File: src/rtl/ssd_scan_decoder.sv
// Receive-side monitor for the multiplexed seven-segment display: qualifies each
// anode/cathode scan slot for stability and decodes it back to 5-bit symbol codes.
module ssd_scan_decoder #(
  parameter int unsigned STABLE_CYCLES = 4
) (
  input  logic        Clk,
  input  logic        Reset,
  input  logic [7:0]  An,
  input  logic [7:0]  Cath,
  input  logic        err_clr,
  output logic [39:0] digits,
  output logic [2:0]  cur_digit,
  output logic        frame_done,
  output logic        err_pattern,
  output logic        err_anode
);

  localparam logic [7:0] STABLE   = 8'(STABLE_CYCLES);
  localparam logic [4:0] CODE_OFF = 5'b10000;
  localparam logic [4:0] CODE_BAD = 5'b11111;

  typedef enum logic [1:0] {
    AN_BLANK,
    AN_SINGLE,
    AN_MULTI
  } an_kind_e;

  typedef struct packed {
    logic       known;
    logic [4:0] code;
  } decode_t;

  // Segment order abcdefg, active-low; the decimal point never takes part.
  function automatic decode_t decode_segments(input logic [6:0] abcdefg);
    decode_t d;
    d.known = 1'b1;
    case (abcdefg)
      7'b0000001: d.code = 5'h00;
      7'b1001111: d.code = 5'h01;
      7'b0010010: d.code = 5'h02;
      7'b0000110: d.code = 5'h03;
      7'b1001100: d.code = 5'h04;
      7'b0100100: d.code = 5'h05;
      7'b0100000: d.code = 5'h06;
      7'b0001111: d.code = 5'h07;
      7'b0000000: d.code = 5'h08;
      7'b0000100: d.code = 5'h09;
      7'b0001000: d.code = 5'h0A;
      7'b1100000: d.code = 5'h0B;
      7'b0110001: d.code = 5'h0C;
      7'b1000010: d.code = 5'h0D;
      7'b0110000: d.code = 5'h0E;
      7'b0111000: d.code = 5'h0F;
      7'b1111111: d.code = 5'h10;
      7'b1000100: d.code = 5'h11;
      7'b0000010: d.code = 5'h12;
      7'b1110001: d.code = 5'h13;
      default: begin
        d.known = 1'b0;
        d.code  = CODE_BAD;
      end
    endcase
    return d;
  endfunction

  logic [15:0] samp;
  logic [7:0]  cnt;
  logic [7:0]  seen;
  logic [4:0]  digit_q [8];

  logic [15:0] sample_now;
  logic        same;
  logic        capture;
  an_kind_e    an_kind;
  logic [2:0]  an_idx;
  logic [3:0]  an_zeros;
  decode_t     dec;
  logic        digit_wr;
  logic [7:0]  seen_set;
  logic        frame_hit;
  logic        set_err_pattern;
  logic        set_err_anode;

  assign sample_now = {An, Cath};
  assign same       = (sample_now == samp);
  // One capture per stable run: only the edge that brings cnt up to STABLE.
  assign capture    = same && (cnt == STABLE - 8'd1);

  // NOTE: every always_comb output gets a default first, so no path leaves a
  // signal unassigned and no latch is inferred.
  always_comb begin
    an_zeros = 4'd0;
    an_idx   = 3'd0;
    for (int i = 0; i < 8; i++) begin
      if (!samp[8+i]) begin
        an_zeros = an_zeros + 4'd1;
        an_idx   = 3'(i);
      end
    end
    if (an_zeros == 4'd0)      an_kind = AN_BLANK;
    else if (an_zeros == 4'd1) an_kind = AN_SINGLE;
    else                       an_kind = AN_MULTI;
  end

  always_comb begin
    dec             = decode_segments(samp[7:1]);
    digit_wr        = 1'b0;
    seen_set        = seen;
    frame_hit       = 1'b0;
    set_err_pattern = 1'b0;
    set_err_anode   = 1'b0;
    if (capture) begin
      case (an_kind)
        AN_SINGLE: begin
          digit_wr         = 1'b1;
          seen_set[an_idx] = 1'b1;
          frame_hit        = &seen_set;
          set_err_pattern  = !dec.known;
        end
        AN_MULTI: set_err_anode = 1'b1;
        default:  ;
      endcase
    end
  end

  // NOTE: sequential state uses non-blocking assignments so every register
  // samples the pre-edge values, independent of statement order.
  always_ff @(posedge Clk or negedge Reset) begin
    if (!Reset) begin
      samp       <= '1;
      cnt        <= '0;
      seen       <= '0;
      cur_digit  <= '0;
      frame_done <= 1'b0;
    end else begin
      samp       <= sample_now;
      frame_done <= frame_hit;
      if (!same)             cnt <= '0;
      else if (cnt < STABLE) cnt <= cnt + 8'd1;
      if (digit_wr) begin
        cur_digit <= an_idx;
        seen      <= frame_hit ? 8'h00 : seen_set;
      end
    end
  end

  // NOTE: the digit store is a small register file that must read back as
  // "off" after reset, so it is reset explicitly rather than left uninitialised.
  always_ff @(posedge Clk or negedge Reset) begin
    if (!Reset) begin
      for (int i = 0; i < 8; i++) digit_q[i] <= CODE_OFF;
    end else if (digit_wr) begin
      digit_q[an_idx] <= dec.code;
    end
  end

  // A new error on the same edge as err_clr keeps the flag set.
  always_ff @(posedge Clk or negedge Reset) begin
    if (!Reset) begin
      err_pattern <= 1'b0;
      err_anode   <= 1'b0;
    end else begin
      if (set_err_pattern) err_pattern <= 1'b1;
      else if (err_clr)    err_pattern <= 1'b0;
      if (set_err_anode)   err_anode   <= 1'b1;
      else if (err_clr)    err_anode   <= 1'b0;
    end
  end

  always_comb begin
    digits = '0;
    for (int i = 0; i < 8; i++) digits[5*i +: 5] = digit_q[i];
  end

endmodule

File: config.mk
export PLATFORM = sky130hd
export DESIGN_NAME = ssd_scan_decoder
export DESIGN_NICKNAME = d
export VERILOG_FILES = /design/src/rtl/ssd_scan_decoder.sv
export SDC_FILE = /design/constraint.sdc
export NUM_CORES = 1
export LEC_CHECK = 0
export ABC_AREA = 1
export BUFFER_PORTS_ARGS = -buffer_cell sky130_fd_sc_hd__buf_2
export CORE_MARGIN = 3
export CORE_UTILIZATION = 40
export CTS_BUF_LIST = sky130_fd_sc_hd__clkbuf_16
export DETAILED_ROUTE_END_ITERATION = 10
export SLEW_MARGIN = 20
export SYNTH_ARGS = -nofsm -noshare
export SYNTH_HDL_FRONTEND = slang
export SYNTH_SLANG_ARGS = --single-unit
export TNS_END_PERCENT = 20
File: constraint.sdc
create_clock -name Clk -period 4.5 [get_ports Clk]
set_clock_uncertainty 0.15 [all_clocks]
set_input_delay 0 -clock Clk [delete_from_list [all_inputs] [get_ports Clk]]
set_output_delay 0 -clock Clk [all_outputs]
set_load 0.03 [all_outputs]
==> results.toml <==
[hold_path]
worst_hold_path_type = "in2reg"
min_delay_worst_endpoint = "samp[7]"
hold_path_startpoint = "Cath[7]"
worst_hold_path.num_cells = 2

[floorplanning]
start_util_pct = 41.4
pin_count = 65
placement_rows = 36
chipHeight_um = 107
fp.dieW_um = 107
die_area_um2 = 11400
core_region_area_um2 = 9820

[synth]
syn_area_per_cell_um2 = 7.78
synthCells = 523
syn_nets = 550
synth_async_sr_flop_share_pct = 100
yosys_warnings = 0
synth.yosys.seq_area_share_pct = 48.7
synth_enable_flop_cells = 0
synth.distinct_cells = 35
synth_area_um2 = 4070
dominantRegCellSynth = "sky130_fd_sc_hd__dfrtp_1"
ys_seq_elements = 78

[clock_tree]
cts-root-buf = "sky130_fd_sc_hd__clkbuf_16"
cts-htree-levels = 3
cts_max_path_buffers = 2
cts_made_buffers = 9
cts_tree = "done"
clk_pin_slew_ps = 60
worst_skew_pair.late_latency_ps = 340
clkSinkCount = 78

[timing]
tmin_final_ps = 4500
final_critical_path_setup_slack_ps = -2.31
rsz0062_at_grt = "true"
post-route-period-util_pct = 100
worstMarginPinSlew_ps = 957
max_freq_mhz = 222
timing_max_transition_violations_final = 0
timing.max_slew.rel_slack_pct = 36.2
setup_total_negative_slack_ps = -2.74
setup_violation_total_in_the_final_timing_report = 2
timing.final.hold_violations = 0
holdWs_ps = 166

[cells_and_area]
stdcell_area_um2 = 5440
nNetsFinal = 669
post_route_cells_drive_above_1_share_pct = 27.5
n_fill_cell = 934
syn2layout_area_growth_pct = 33.8
insertedDiodeCount = 0
fin_util_pct = 55.4
fin_cells = 780
multiInputGateArea_um2 = 1990
seq_area_um2 = 1980

[worst_setup_path]
reg2reg_depth = 30
critical_path.startpoint_type = "flop"
ff2ff_setup_slack_ps = -2
crit-reg2reg-launch = "samp[9]"
critical_path.reg2reg.endpoint = "digits[35]"
path_class = "reg2reg"
worstPathArrival_ps = 4630
critPathRequiredTime_ps = 4630
slowest_stage = "sky130_fd_sc_hd__dfstp_2"
cp_common_cell = "sky130_fd_sc_hd__ha_4"
timing.critical_path.to_type = "flop"
crit_path_max_fanout = 5
critical-path-max-stage-delay_ps = 530

[power_and_ir_drop]
power.density_nw_per_um2 = 320
static-leakage-power_nw = 2.94
power.ir.vdd_worst_mv = 0.196
total_power_mw = 1.74

[outcome]
status = "finished, violations left"
failed_checks = "negative setup slack"

[placed_design]
dp_hpwl_um = 7340
postPlaceCellArea_um2 = 4740
pre_cts_ws_ps = -284
placed_cells_incl_taps = 736
place.port_buffers = 64
gp_congestion = 0.883

[global_routing]
groute.usage.overall_pct = 19.9
antenna_found_initial = 0
grt_overflow_total = 0
grt_pass1_wl_um = 18000
grt_start_max_net_pins = 79
via_count_of_the_first_global_routing_pass = 3781

[drt]
initial_drc_count = 255
vias_per_std_cell = 4.85
drt-total-wl_um = 10500
drt_pre_antenna_iters = 5
route.detailed.drc = 0
drt.antenna.violating_nets = 0
via_count = 3782
detail_route.wl_per_cell_um = 13.5

[run]
cap_violations = 0
worst max path at each step:
stage	start	to	slack, ps	cells past startpoint
2_1_floorplan	samp[9]	seen[7]	-110	28
3_3_place_gp	samp[9]	digits[10]	-160	28
3_5_place_dp	samp[8]	digits[7]	-280	28
4_1_cts	samp[9]	digits[30]	40	28
5_1_grt	samp[9]	digits[35]	-190	27
6_report	samp[9]	digits[35]	-2	30
area by class of cell:
cell class                      count  share of cell area [%]
Sequential cell                    78                    36.4
Timing Repair Buffer              111                    14.1
Inverter                           64                    4.51
Multi-Input combinational cell    378                    36.5
Tap cell                          133                    3.06
Clock buffer                        9                    4.14
Clock inverter                      7                    1.22
state kept, by name (all words and copies together) (netlist names):
register and cells:
samp 16, digits 40, cur_digit 3, err_pattern 1, seen 8, frame_done 1
err_anode 1, cnt 8
layer usage:
layer,routed length (um),up-vias,track usage (%),share of wire [%]
met4,129,0,5.02,1.2
met1,4940,1797,26.9,47
li1,-,1890,-,-
met2,4940,85,31.4,47
met5,0,-,0,0
met3,514,10,5.78,4.9
cell families (layout without fill, tap and decap cells):
logic type | after synthesis | after routing | synth area share [%]
and+or+nand+nor | 319 | 320 | 33.9
buffers and inverters | 68 | 191 | 6.52
adders and majority gates | 8 | 8 | 2.46
DFF | 78 | 78 | 48.7
AOI/OAI and AO/OA | 36 | 36 | 4.86
xor gates and xnor gates | 14 | 14 | 3.48
where the power goes:
part / total, mW / internal [mW] / switching [mW]
sequential: 0.728 / 0.716 / 0.0123
combinational: 0.291 / 0.119 / 0.172
clock: 0.721 / 0.427 / 0.295
total: 1.74 / 1.26 / 0.479
worst max-delay path, delay by kind of cell (launching register included):
kind                       cells  cell delay, ps
buffers and inverters          7             510
adders and majority gates      6            1410
DFF                            1             530
and+or+nand+nor               17            1860
cell usage in the layout (no fill, tap or decap), types with 2 or more instances in the layout:
| master | count |
|---|---|
| sky130_fd_sc_hd__nor2_1 | 42 |
| sky130_fd_sc_hd__buf_4 | 25 |
| sky130_fd_sc_hd__or2_4 | 3 |
| sky130_fd_sc_hd__clkinv_1 | 2 |
| sky130_fd_sc_hd__xnor2_1 | 10 |
| sky130_fd_sc_hd__nand2_4 | 6 |
| sky130_fd_sc_hd__nand3_4 | 2 |
| sky130_fd_sc_hd__nor3_1 | 9 |
| sky130_fd_sc_hd__a21oi_2 | 2 |
| sky130_fd_sc_hd__nand3_1 | 28 |
| sky130_fd_sc_hd__inv_2 | 9 |
| sky130_fd_sc_hd__o21ai_1 | 4 |
| sky130_fd_sc_hd__xor2_1 | 3 |
| sky130_fd_sc_hd__buf_2 | 63 |
| sky130_fd_sc_hd__dlygate4sd3_1 | 18 |
| sky130_fd_sc_hd__dfrtp_1 | 54 |
| sky130_fd_sc_hd__dfstp_2 | 24 |
| sky130_fd_sc_hd__ha_4 | 6 |
| sky130_fd_sc_hd__clkbuf_16 | 9 |
| sky130_fd_sc_hd__nor2_2 | 3 |
| sky130_fd_sc_hd__nand2_1 | 194 |
| sky130_fd_sc_hd__ha_1 | 2 |
| sky130_fd_sc_hd__nand2_2 | 6 |
| sky130_fd_sc_hd__nand4_1 | 16 |
| sky130_fd_sc_hd__a31oi_1 | 2 |
| sky130_fd_sc_hd__buf_6 | 3 |
| sky130_fd_sc_hd__inv_1 | 54 |
| sky130_fd_sc_hd__nor2_4 | 4 |
| sky130_fd_sc_hd__inv_4 | 2 |
| sky130_fd_sc_hd__a21oi_1 | 14 |
| sky130_fd_sc_hd__o21ai_0 | 9 |
synth_stat cells (5+ instances only):
cell type | count | area share, %
sky130_fd_sc_hd__nand2_1 | 205 | 19
sky130_fd_sc_hd__inv_1 | 59 | 5.4
sky130_fd_sc_hd__dfrtp_1 | 54 | 33
sky130_fd_sc_hd__nor2_1 | 45 | 4.2
sky130_fd_sc_hd__nand3_1 | 28 | 3.4
sky130_fd_sc_hd__dfstp_2 | 24 | 16
sky130_fd_sc_hd__a21oi_1 | 16 | 2.0
sky130_fd_sc_hd__nand4_1 | 16 | 2.5
sky130_fd_sc_hd__xnor2_1 | 10 | 2.2
sky130_fd_sc_hd__nor3_1 | 9 | 1.1
sky130_fd_sc_hd__o21ai_0 | 9 | 1.1
sky130_fd_sc_hd__ha_1 | 8 | 2.5
sky130_fd_sc_hd__inv_2 | 5 | 0.46
what timing repair did:
action,in CTS,in global routing
endpoints found under the hold margin,72,0
gates cloned,2,0
hold buffers,18,0
pin swaps,24,16
endpoints found under the setup margin,53,53
resized for setup,12,15
setup buffers,6,2
Power figures use the tool's default switching activity.
